File: config.mk
export PLATFORM = sky130hd
export DESIGN_NAME = tcu_fp32_narrow_pack
export DESIGN_NICKNAME = d
export VERILOG_FILES = /design/src/rtl/tcu_fp32_narrow_pack.sv
export SDC_FILE = /design/constraint.sdc
export NUM_CORES = 1
export LEC_CHECK = 0
export CAP_MARGIN = 40
export CELL_PAD_IN_SITES_DETAIL_PLACEMENT = 1
export CELL_PAD_IN_SITES_GLOBAL_PLACEMENT = 2
export CORE_MARGIN = 2
export CORE_UTILIZATION = 33
export CTS_CLUSTER_SIZE = 40
export DETAILED_ROUTE_END_ITERATION = 10
export PLACE_DENSITY_LB_ADDON = 0.1
export SYNTH_ARGS = -nofsm -noshare
export SYNTH_HDL_FRONTEND = slang
export SYNTH_SLANG_ARGS = --single-unit
File: constraint.sdc
create_clock -name clk -period 2.55 [get_ports clk]
set_input_delay 0.255 -clock clk [delete_from_list [all_inputs] [get_ports clk]]
set_output_delay 0.255 -clock clk [all_outputs]
set_load 0.005 [all_outputs]
File: src/rtl/tcu_fp32_narrow_pack.sv
// FP32 -> FP16/BF16 RNE narrowing packer, two halves per word, low first.
// Optional macro TCU_PACK_SUBNORM_EN keeps tiny FP16 results as subnormals.
module tcu_fp32_narrow_pack #(
    parameter int XLEN   = 32,
    parameter int NANBOX = 1
) (
    input  logic            clk,
    input  logic            reset,
    input  logic [2:0]      fmt_d,
    input  logic            in_valid,
    output logic            in_ready,
    input  logic [31:0]     in_data,
    input  logic            in_last,
    output logic            out_valid,
    input  logic            out_ready,
    output logic [XLEN-1:0] out_data,
    output logic [4:0]      out_fflags
);

    // Returns {fflags, half}.
    function automatic logic [20:0] narrow(
        input logic [31:0] x,
        input logic [2:0]  fmt
    );
        logic              s;
        logic [7:0]        e;
        logic [22:0]       m;
        logic signed [9:0] ue;
        logic              g;
        logic              st;
        logic              ru;
        logic [19:0]       nsum;
        logic [14:0]       bsum;
        logic [15:0]       h;
        logic [4:0]        f;
`ifdef TCU_PACK_SUBNORM_EN
        logic [5:0]        sh;
        logic [41:0]       wide;
        logic [10:0]       kr;
`endif
        s    = x[31];
        e    = x[30:23];
        m    = x[22:0];
        ue   = $signed({2'b00, e}) - 10'sd112;
        g    = 1'b0;
        st   = 1'b0;
        ru   = 1'b0;
        nsum = '0;
        bsum = '0;
        h    = '0;
        f    = '0;
`ifdef TCU_PACK_SUBNORM_EN
        sh   = '0;
        wide = '0;
        kr   = '0;
`endif
        if (fmt != 3'd1 && fmt != 3'd2) begin
            f = 5'b10000;
        end else if (e == 8'hFF && m != '0) begin
            h = (fmt == 3'd1) ? 16'h7E00 : 16'h7FC0;
            f = {!m[22], 4'b0000};
        end else if (e == 8'hFF) begin
            h = (fmt == 3'd1) ? {s, 15'h7C00} : {s, 15'h7F80};
        end else if (e == 8'h00 && m == '0) begin
            h = {s, 15'h0000};
        end else if (fmt == 3'd2) begin
            g    = x[15];
            st   = |x[14:0];
            ru   = g & (st | x[16]);
            bsum = x[30:16] + {14'b0, ru};
            h    = {s, bsum};
            f    = {2'b00, bsum[14:7] == 8'hFF, 1'b0, g | st};
        end else if (ue > 0) begin
            g    = m[12];
            st   = |m[11:0];
            ru   = g & (st | m[13]);
            nsum = {ue, m[22:13]} + {19'b0, ru};
            if (nsum[19:10] >= 10'd31) begin
                h = {s, 15'h7C00};
                f = 5'b00101;
            end else begin
                h = {s, nsum[14:0]};
                f = {4'b0000, g | st};
            end
        end else begin
`ifdef TCU_PACK_SUBNORM_EN
            // Shift is at least 14; distances past 32 only feed sticky.
            sh   = (e < 8'd94) ? 6'd32 : 6'(8'd126 - e);
            wide = {e != 8'd0, m, 18'b0} >> (sh - 6'd14);
            g    = wide[31];
            st   = |wide[30:0];
            ru   = g & (st | wide[32]);
            kr   = {1'b0, wide[41:32]} + {10'b0, ru};
            h    = {s, 4'b0000, kr};
            f    = {3'b000, g | st, g | st};
`else
            h = {s, 15'h0000};
            f = 5'b00011;
`endif
        end
        return {f, h};
    endfunction

    function automatic logic [XLEN-1:0] boxed(input logic [31:0] w);
        logic [XLEN-1:0] r;
        r       = {XLEN{(NANBOX != 0) && (XLEN > 32)}};
        r[31:0] = w;
        return r;
    endfunction

    logic        run;
    logic        s1_valid;
    logic [15:0] s1_half;
    logic [4:0]  s1_flags;
    logic        s1_last;
    logic        half_pending;
    logic [15:0] lo_q;
    logic [4:0]  lo_f;
    logic        out_free;
    logic        s1_drain;
    logic        load_out;
    logic        in_fire;

    always_comb begin
        out_free = !out_valid || out_ready;
        s1_drain = s1_valid &&
                   ((!half_pending && !s1_last) || out_free);
        load_out = s1_drain && (half_pending || s1_last);
        in_ready = run && (!s1_valid || s1_drain);
        in_fire  = in_valid && in_ready;
    end

    always_ff @(posedge clk or negedge reset) begin
        if (!reset) begin
            run      <= 1'b0;
            s1_valid <= 1'b0;
            s1_half  <= '0;
            s1_flags <= '0;
            s1_last  <= 1'b0;
        end else begin
            run <= 1'b1;
            if (in_fire) begin
                s1_valid            <= 1'b1;
                {s1_flags, s1_half} <= narrow(in_data, fmt_d);
                s1_last             <= in_last;
            end else if (s1_drain) begin
                s1_valid <= 1'b0;
            end
        end
    end

    always_ff @(posedge clk or negedge reset) begin
        if (!reset) begin
            half_pending <= 1'b0;
            lo_q         <= '0;
            lo_f         <= '0;
            out_valid    <= 1'b0;
            out_data     <= '0;
            out_fflags   <= '0;
        end else begin
            if (s1_drain) begin
                if (half_pending) begin
                    out_data     <= boxed({s1_half, lo_q});
                    out_fflags   <= s1_flags | lo_f;
                    half_pending <= 1'b0;
                end else if (s1_last) begin
                    out_data   <= boxed({16'h0000, s1_half});
                    out_fflags <= s1_flags;
                end else begin
                    half_pending <= 1'b1;
                    lo_q         <= s1_half;
                    lo_f         <= s1_flags;
                end
            end
            if (load_out) begin
                out_valid <= 1'b1;
            end else if (out_ready) begin
                out_valid <= 1'b0;
            end
        end
    end

endmodule
Yosys cells after proc, flatten, opt, wreduce, memory -nomap -nowiden
Index checks and enable logic that the tools add are counted.
W data, S select, Z words.
{"block": "word_totals", "wordCells": 84, "in_bits": 40, "out_inout_bits": 39, "ff_bits": 84}
{"block": "classes", "muxes": 26, "n_eq_ne": 6, "order_cmp": 2, "reduce_logical": 27, "n_addsub": 3, "bitwise_logic": 9}
{"cell": "$mux W15", "count": 5}
{"cell": "$mux W32", "count": 2}
{"cell": "$mux W5", "count": 8}
{"cell": "$mux W16", "count": 2}
{"cell": "$logic_not A23 Y1", "count": 1}
{"cell": "$reduce_bool A23 Y1", "count": 1}
{"cell": "$add A19 B2 Y20", "count": 1}
{"cell": "$eq A8 B8 Y1 const B", "count": 2}
{"cell": "$add A15 B1 Y15", "count": 1}
{"cell": "$reduce_or A15 Y1", "count": 1}
{"cell": "$reduce_or A12 Y1", "count": 1}
{"cell": "$ge A10 B5 Y1 const B", "count": 1}
{"cell": "$mux W10", "count": 1}
{"cell": "$gt A9 B1 Y1 const B", "count": 1}
{"cell": "$mux W9", "count": 1}
{"cell": "$sub A8 B7 Y9 const B", "count": 1}
{"cell": "$logic_and A1 B1 Y1", "count": 8}
{"cell": "$logic_not A8 Y1", "count": 1}
{"cell": "$mux W1", "count": 6}
{"cell": "$reduce_bool A2 Y1", "count": 3}
{"cell": "$logic_not A1 Y1", "count": 5}
{"cell": "$or A5 B5 Y5", "count": 1}
{"cell": "$logic_or A1 B1 Y1", "count": 4}
{"cell": "$or A1 B1 Y1", "count": 4}
{"cell": "9 further kinds", "count": 11}

Longest topological paths before layout
Gate-level depths: netlist of the first run.
{"block": "logic_depth", "ltp_word": 12, "depth_mapped": 11, "mapped_depth_nobuf": 11}

Least setup slack after synthesis of the first run
OpenSTA, ideal clock, no wires.
{"block": "synth_path", "kind": "input to register", "startpoint": "in in_data[1]", "endpoint": "reg s1_half[8]", "n_path_buf": 0, "required_ns": 2.430, "slack_ns": 0.187, "setup_time_ns": 0.120, "t_arrival_ns": 2.243, "cell_stages": 11, "cell_sequence": "nor4_1 > nand3_1 > o21a_1 > ha_1 > ha_1 > inv_1 > nor3_1 > xnor2_1 > nor3_1 > a221o_1 > a31o_1"}
{"block": "synth_via", "elab_chain_len": 12, "word_cells_on_any_way": 20, "cone_classes": "2 x add/sub; 1 x order compare; 7 x mux; 4 x bitwise; 6 x reduce/logical"}
{"item": "start: declaration", "line": "12", "text": "input logic [31:0] in_data,"}
{"item": "$reduce_or A12 Y1", "line": "75", "text": "st = |m[11:0];"}
{"item": "$or A1 B1 Y1", "line": "76", "text": "ru = g & (st | m[13]);"}
{"item": "$and A1 B1 Y1", "line": "76"}
{"item": "$add A19 B2 Y20", "line": "77", "text": "nsum = {ue, m[22:13]} + {19'b0, ru};"}
{"item": "$ge A10 B5 Y1", "line": "78", "text": "if (nsum[19:10] >= 10'd31) begin"}
{"item": "$mux W15", "line": "78"}
{"item": "$mux W15", "line": "73", "text": "end else if (ue > 0) begin"}
{"item": "$mux W15", "line": "66", "text": "end else if (fmt == 3'd2) begin"}
{"item": "$mux W15", "line": "64", "text": "end else if (e == 8'h00 && m == '0) begin"}
{"item": "$mux W15", "line": "62", "text": "end else if (e == 8'hFF) begin"}
{"item": "$mux W16 (*)", "line": "59", "text": "end else if (e == 8'hFF && m != '0) begin"}
{"item": "$mux W16 (*)", "line": "57", "text": "if (fmt != 3'd1 && fmt != 3'd2) begin"}
{"item": "end signal: assignment", "line": "144", "text": "{s1_flags, s1_half} <= narrow(in_data, fmt_d);"}
{"item": "end: declaration", "line": "113", "text": "logic [15:0] s1_half;"}
Every way passes the cells marked *; elsewhere a longest branch is shown, timed or not.
A chain may end at the register's enable or synchronous reset.

Final worst setup path of the first run
{"block": "layout_path", "startpoint": "in in_data[16]", "endpoint": "reg s1_half[8]"}
{"block": "layout_via", "elab_chain_len": 9, "word_cells_on_any_way": 16, "cone_classes": "2 x add/sub; 1 x order compare; 7 x mux; 2 x bitwise; 4 x reduce/logical"}
{"item": "$add A19 B2 Y20", "line": "77"}
{"item": "$ge A10 B5 Y1", "line": "78"}
{"item": "$mux W15", "line": "78"}
{"item": "$mux W15", "line": "73"}
{"item": "$mux W15", "line": "66"}
{"item": "$mux W15", "line": "64"}
{"item": "$mux W15", "line": "62"}
{"item": "$mux W16 (*)", "line": "59"}
{"item": "$mux W16 (*)", "line": "57"}
Marks and branches as above.

==> results of run 1 <==
==> critical path, delay by kind of cell <==
| kind | cells | cell delay (ps) |
|---|---|---|
| buffers and inverters | 2 | 480 |
| AND/OR/NAND/NOR | 3 | 690 |
| adder cells (fa/ha/maj) | 2 | 360 |
| AO/OA/AOI/OAI | 3 | 690 |
| XOR/XNOR | 1 | 210 |
==> synth_stat cells, types with 2 or more instances <==
master	instances	share of area, %
buf_2	6	0.68
and2_1	5	0.71
nand3_1	13	1.5
nor4_2	3	0.86
a32o_1	2	0.46
nor3b_1	2	0.34
nor4_1	6	0.86
mux2_2	22	5.7
a22o_1	16	3.2
xnor2_1	15	3.0
xor2_1	14	2.8
buf_1	3	0.26
nand3b_1	2	0.34
nand4_1	8	1.1
ha_1	7	2.0
nand2_1	53	4.5
inv_1	8	0.68
o221ai_1	10	2.0
and4_1	2	0.40
nor3_1	16	1.8
conb_1	2	0.17
a21oi_1	15	1.7
o21a_1	2	0.34
and3_1	5	0.71
o21ai_0	23	2.6
a31oi_1	3	0.43
dfrtp_1	81	46
buf_4	2	0.34
mux2i_1	18	4.1
clkbuf_1	16	1.4
nand2b_1	2	0.29
a221o_1	3	0.68
nor2_1	18	1.5
==> how the worst min path moves through the flow <==
| stage | from | cells after the start | endpoint |
|---|---|---|---|
| 2_1_floorplan | reset | 0 | half_pending |
| 3_3_place_gp | reset | 2 | out_data[17] |
| 3_5_place_dp | reset | 2 | s1_half[0] |
| 4_1_cts | out_data[4] | 2 | out_data[4] |
| 5_1_grt | out_data[11] | 2 | out_data[11] |
| 6_report | reset | 3 | s1_half[0] |
==> area by class of cell <==
type | instances | area (µm²) | share of cell area (%)
multi-input combinational | 314 | 2250 | 36.8
inverter | 8 | 30.0 | 0.490
sequential | 81 | 2030 | 33.1
tap | 176 | 220 | 3.59
timing repair buffer | 146 | 1310 | 21.4
clock buffer | 9 | 225 | 3.67
clock inverter | 6 | 60.1 | 0.980
==> through the flow <==
stage	util, %	TNS, ps	worst slack, ps	hold WS (ps)
floorplan	-	0	187	-40.6
global placement	44.1	-3130	-283	320
CTS	46.5	0	5.65	484
finish	46.8	0	90.4	470
global route	46.8	0	10.0	519
detailed placement	44.3	-3790	-402	321
==> where the power goes <==
part | internal (W) | switching (W)
Sequential | 0.00152 | 0.000146
Combinational | 0.000568 | 0.000441
Clock | 0.000747 | 0.000502
Total | 0.00283 | 0.00109
==> registers in the layout (all words and copies together) (netlist names) <==
signal        count
half_pending      1
lo_f              4
lo_q             16
out_data         32
out_fflags        4
out_valid         1
run               1
s1_flags          4
s1_half          16
s1_last           1
s1_valid          1
==> routing by layer <==
layer	vias up	share of wire, %	GRT usage (%)
met5	-	0	0
met4	0	1.9	6.77
met3	16	3.1	2.73
met2	74	48	31.7
met1	1847	46	24.7
li1	1825	-	-
==> cells by family (layout without fill, tap and decap cells) <==
| family | after synthesis | in the layout | share of synthesized area (%) |
|---|---|---|---|
| AO/OA/AOI/OAI | 89 | 89 | 14.6 |
| XOR/XNOR | 29 | 29 | 5.79 |
| adder cells (fa/ha/maj) | 7 | 7 | 2.00 |
| buffers and inverters | 36 | 169 | 3.45 |
| flip-flops | 81 | 81 | 46.2 |
| multiplexers | 41 | 41 | 10.3 |
| other | 2 | 2 | 0.171 |
| AND/OR/NAND/NOR | 146 | 146 | 17.5 |
==> repair_timing <==
item                       in CTS  in global routing
hold buffers                    1                  0
hold endpoints to repair       81                  0
pin swaps                       1                  3
setup endpoints to repair       1                  6
resized for setup               4                  8
==> results.py, run 1 <==
metrics = {
    "critical_path": {
        "start_kind": "input port",
        "startpoint": "in_data[16]",
        "worstSetupEndpoint": "s1_half[8]",
        "critPathMaxFanout": 3,
        "crit_chain": "clkdlybuf4s50_1, or4_4, o21a_1, ha_2, ha_2, inv_2, nor3_1, xnor2_1, nor3_2, a221o_1, a31o_1",
        "max_stage_delay_ps": 540,
        "r2r_start": "s1_last",
        "r2r_slack_ps": 520,
        "reg2regPathDepth": 6,
        "end_kind": "register",
        "cp.required_ps": 2770,
        "slowest_stage": "or4_4",
        "r2r-end": "s1_half[8]",
        "arrival_ps": 2680,
        "path_class": "input port to register",
        "cp_common_cell": "ha_2",
    },
    "layout": {
        "stdcell_count": 740,
        "area_growth_pct": 39.8,
        "fin_nets": 607,
        "fin_area_um2": 6130,
        "nFillCells": 1470,
        "final_common_cell": "dfrtp_1",
        "layout_common_cells": "81 x dfrtp_1, 74 x clkdlybuf4s50_1, 67 x buf_4, 53 x nand2_1, 23 x o21ai_0",
        "layout-drive-gt1-share_pct": 23.4,
        "antenna_cells": 0,
    },
    "grt": {
        "grt_util_all_layers_pct": 18.8,
        "gr-total-overflow": 0,
        "first_global_vias": 3992,
        "grt_pass1_wl_um": 21100,
        "antenna_found_initial": 0,
        "grt_max_degree": 82,
    },
    "clocking": {
        "path_clk_slew_ps": 60,
        "clock_latency_ps": 330,
        "postCtsSetupBuffers": 0,
        "cts_tree": "done",
        "clock_sinks": 81,
        "clock_tree.root_cell": "clkbuf_16",
        "cts_buffers": 9,
        "clockBufferDepth": 2,
        "htreeDepth": 3,
    },
    "pwr": {
        "powerDensity_nw_per_um2": 640,
        "ir_worst_vdd_v": 0.000416,
        "leakage_nw": 2.65,
        "power_w": 0.00392,
    },
    "sta": {
        "hold_violations": 0,
        "relSlewSlack_pct": 53.0,
        "tightest_slew_ps": 706,
        "post-route-period-util_pct": 96.5,
        "skew_ps": 4.35,
        "slew_viol_final": 0,
        "min_period_ps": 2460,
        "setup_viol": 0,
        "max_freq_ghz": 0.407,
        "rsz0062_at_grt": "no",
    },
    "synth": {
        "avgSynthCellArea_um2": 10.2,
        "ys.flop_type": "dfrtp_1",
        "ys_async_sr_fraction_pct": 100,
        "synth_edf_count": 0,
        "synth-seq-cells": 81,
        "ys_seq_area_share_pct": 46.2,
        "syn-cell-area_um2": 4380,
        "synth_nets": 478,
        "ys_types": 61,
        "syn_inst": 431,
        "yosysWarnings": 0,
    },
    "floorplanning": {
        "std_cell_rows": 42,
        "dieArea_um2": 14200,
        "chipWidth_um": 119,
        "start_util_pct": 33.5,
        "core_um2": 13100,
        "io_pins": 79,
        "die_h_um": 119,
    },
    "detailed_routing": {
        "drc_errors": 0,
        "drt-pass1-iter-count": 4,
        "dr_total_vias": 3762,
        "drt_wl_total_um": 12800,
        "postRouteAntennaNets": 0,
        "via_per_inst": 5.08,
        "routedWlPerCell_um": 17.3,
        "dr.first_iter.drc_count": 177,
    },
    "run": {
        "cap_violations": 0,
    },
    "place": {
        "portBuffers": 77,
        "dp_hpwl_um": 9910,
        "placed_cells": 724,
        "dpl_cell_area_um2": 5790,
        "gp_congestion": 0.829,
    },
    "status": {
        "status": "finished, final reports clean",
    },
    "hold_path": {
        "hp-class": "input port to asynchronous set/reset pin",
    },
}
Power figures use the tool's default switching activity.
==> run 2, diff against run 1 <==
--- a/config.mk
+++ b/config.mk
@@ -9,9 +9,10 @@
 export CELL_PAD_IN_SITES_DETAIL_PLACEMENT = 1
 export CELL_PAD_IN_SITES_GLOBAL_PLACEMENT = 2
 export CORE_MARGIN = 2
-export CORE_UTILIZATION = 33
+export CORE_UTILIZATION = 30
 export CTS_CLUSTER_SIZE = 40
 export DETAILED_ROUTE_END_ITERATION = 10
+export GPL_TIMING_DRIVEN = 0
 export PLACE_DENSITY_LB_ADDON = 0.1
 export SYNTH_ARGS = -nofsm -noshare
 export SYNTH_HDL_FRONTEND = slang
==> constraint.sdc (replaced) <==
create_clock -name clk -period 2.11 [get_ports clk]
set_input_delay 0.211 -clock clk [delete_from_list [all_inputs] [get_ports clk]]
set_output_delay 0.211 -clock clk [all_outputs]
set_load 0.005 [all_outputs]
==> run 2 against run 1 <==
  * Critical path depth unchanged
  * Wire length increased by 5.5%
  * Final cell count decreased by 0.68%
  * Critical path type unchanged
  * First-iteration DRC count decreased by 8.5%
  * Via count about the same
  * Register-to-register slack got worse by 360 ps
  * Combinational power increased by 23%
  * Largest power group unchanged
  * Count of clock-buffer cells in the layout increased by 5
==> results.py, run 2 (same netlist as run 1, synthesis figures left out) <==
metrics = {
    "status": {
        "status": "finished, final reports clean",
    },
    "clocking": {
        "cts_tree": "done",
        "cts_buffers": 9,
        "clock_sinks": 81,
        "path_clk_slew_ps": 50,
        "clock_latency_ps": 330,
        "clockBufferDepth": 2,
        "clock_tree.root_cell": "clkbuf_16",
        "htreeDepth": 3,
    },
    "place": {
        "dpl_cell_area_um2": 5390,
        "dp_hpwl_um": 9870,
        "portBuffers": 68,
        "gp_congestion": 0.813,
    },
    "critical_path": {
        "slowest_stage": "or4_4",
        "start_kind": "input port",
        "max_stage_delay_ps": 530,
        "cp_top_family": "compound AO/OA/AOI/OAI gates",
        "arrival_ps": 2320,
        "critPathBufInv": 2,
        "cp.required_ps": 2320,
        "end_kind": "register",
        "crit_chain": "buf_6, or4_4, o21a_1, ha_4, ha_4, inv_4, nor3_4, xnor2_2, nor3_2, a221o_1, a31o_1",
        "cp_common_cell": "ha_4",
        "critPathMaxFanout": 5,
        "path_class": "input port to register",
    },
    "layout": {
        "fin_nets": 593,
        "fin_area_um2": 6130,
        "layout-drive-gt1-share_pct": 28.1,
        "area_growth_pct": 39.8,
        "top_regs": "out_data (32), lo_q (16), s1_half (16)",
        "largest_reg_flops": 32,
        "antenna_cells": 0,
        "final_util_pct": 42.5,
        "final_common_cell": "dfrtp_1",
        "layout_common_cells": "80 x dfrtp_1, 49 x nand2_1, 46 x clkdlybuf4s50_1, 38 x buf_4, 23 x o21ai_0",
        "regMostFlops": "out_data",
    },
    "hold_path": {
        "hp-class": "input port to register",
    },
    "floorplanning": {
        "die_h_um": 125,
        "chipWidth_um": 125,
        "std_cell_rows": 44,
        "dieArea_um2": 15600,
        "core_um2": 14400,
        "start_util_pct": 30.4,
        "io_pins": 79,
    },
    "sta": {
        "tightest_slew_ps": 799,
        "max_freq_ghz": 0.474,
        "setup_viol": 0,
        "skew_ps": 8.10,
        "relSlewSlack_pct": 46.7,
        "rsz0062_at_grt": "yes",
        "slew_viol_final": 0,
        "min_period_ps": 2110,
        "hold_violations": 0,
        "post-route-period-util_pct": 99.9,
    },
    "detailed_routing": {
        "dr_total_vias": 3764,
        "routedWlPerCell_um": 18.4,
        "drc_errors": 0,
        "dr.first_iter.drc_count": 162,
        "drt-pass1-iter-count": 4,
        "drt_wl_total_um": 13500,
        "postRouteAntennaNets": 0,
        "via_per_inst": 5.12,
    },
    "run": {
        "cap_violations": 0,
    },
    "grt": {
        "gr-total-overflow": 0,
        "first_global_vias": 3965,
        "antenna_found_initial": 0,
        "grt_pass1_wl_um": 22000,
        "grt_util_all_layers_pct": 17.6,
        "grt_max_degree": 46,
    },
    "pwr": {
        "powerDensity_nw_per_um2": 776,
        "leakage_nw": 2.64,
        "ir_worst_vdd_v": 0.000438,
    },
}
==> run 2: worst min-delay path, cell delays in order <==
cell	delay, ps
buf_6	90
mux2i_1	80
o221ai_1	140
==> run 2: cell type report <==
type | count | area (µm²)
buffer | 27 | 139
clock buffer | 14 | 284
clock inverter | 2 | 10.0
fill | 1620 | 8290
inverter | 8 | 35.0
multi-input combinational | 314 | 2480
sequential | 81 | 2030
tap | 184 | 230
timing repair buffer | 105 | 925
==> run 2: through the flow <==
step	power, W	hold WS (ps)	std cells	TNS [ps]	setup WS, ps
after global placement	0.00319	464	683	-191040	-2150
after floorplan	0.00259	-84.6	431	-73.3	-40.6
after global routing	0.00503	258	735	-15.8	-11.2
final	0.00475	236	735	0	2.05
after CTS	0.00478	212	730	-7.54	-7.54
after detailed placement	0.00322	216	684	-18070	-894
==> run 2: worst paths after layout <==
kind | startpoint | to | slack (ps) | cells past startpoint
setup / recovery | in_data[12] | s1_half[8] | 2 | 11
hold / removal | in_data[12] | s1_half[0] | 240 | 3
setup reg to reg | half_pending | lo_q[8] | 160 | 4
hold reg to reg | out_data[9] | out_data[9] | 480 | 2
max in group asynchronous | reset | half_pending | 1110 | 3
min in group asynchronous | reset | out_data[16] | 400 | 2
==> run 2: what timing repair did <==
action / 4_1_cts / 5_1_grt
resized for setup: 75 / 43
hold endpoints to repair: 36 / 0
setup endpoints to repair: 23 / 48
pin swaps: 20 / 17
hold buffers: 1 / 0
setup buffers: 30 / 5
==> run 2: layer usage <==
metal | part of all wire, % | GRT usage, % | up-vias
met2 | 50 | 29.6 | 59
met1 | 47 | 24.0 | 1889
met3 | 2.5 | 2.53 | 10
met5 | 0 | 0 | -
li1 | - | - | 1806
met4 | 1.2 | 4.58 | 0
==> run 2: power by group <==
part | leakage [nW] | switching [W] | internal (W)
clock | 0.149 | 0.000582 | 0.000922
combinational | 1.40 | 0.000576 | 0.000667
sequential | 1.09 | 0.000172 | 0.00183
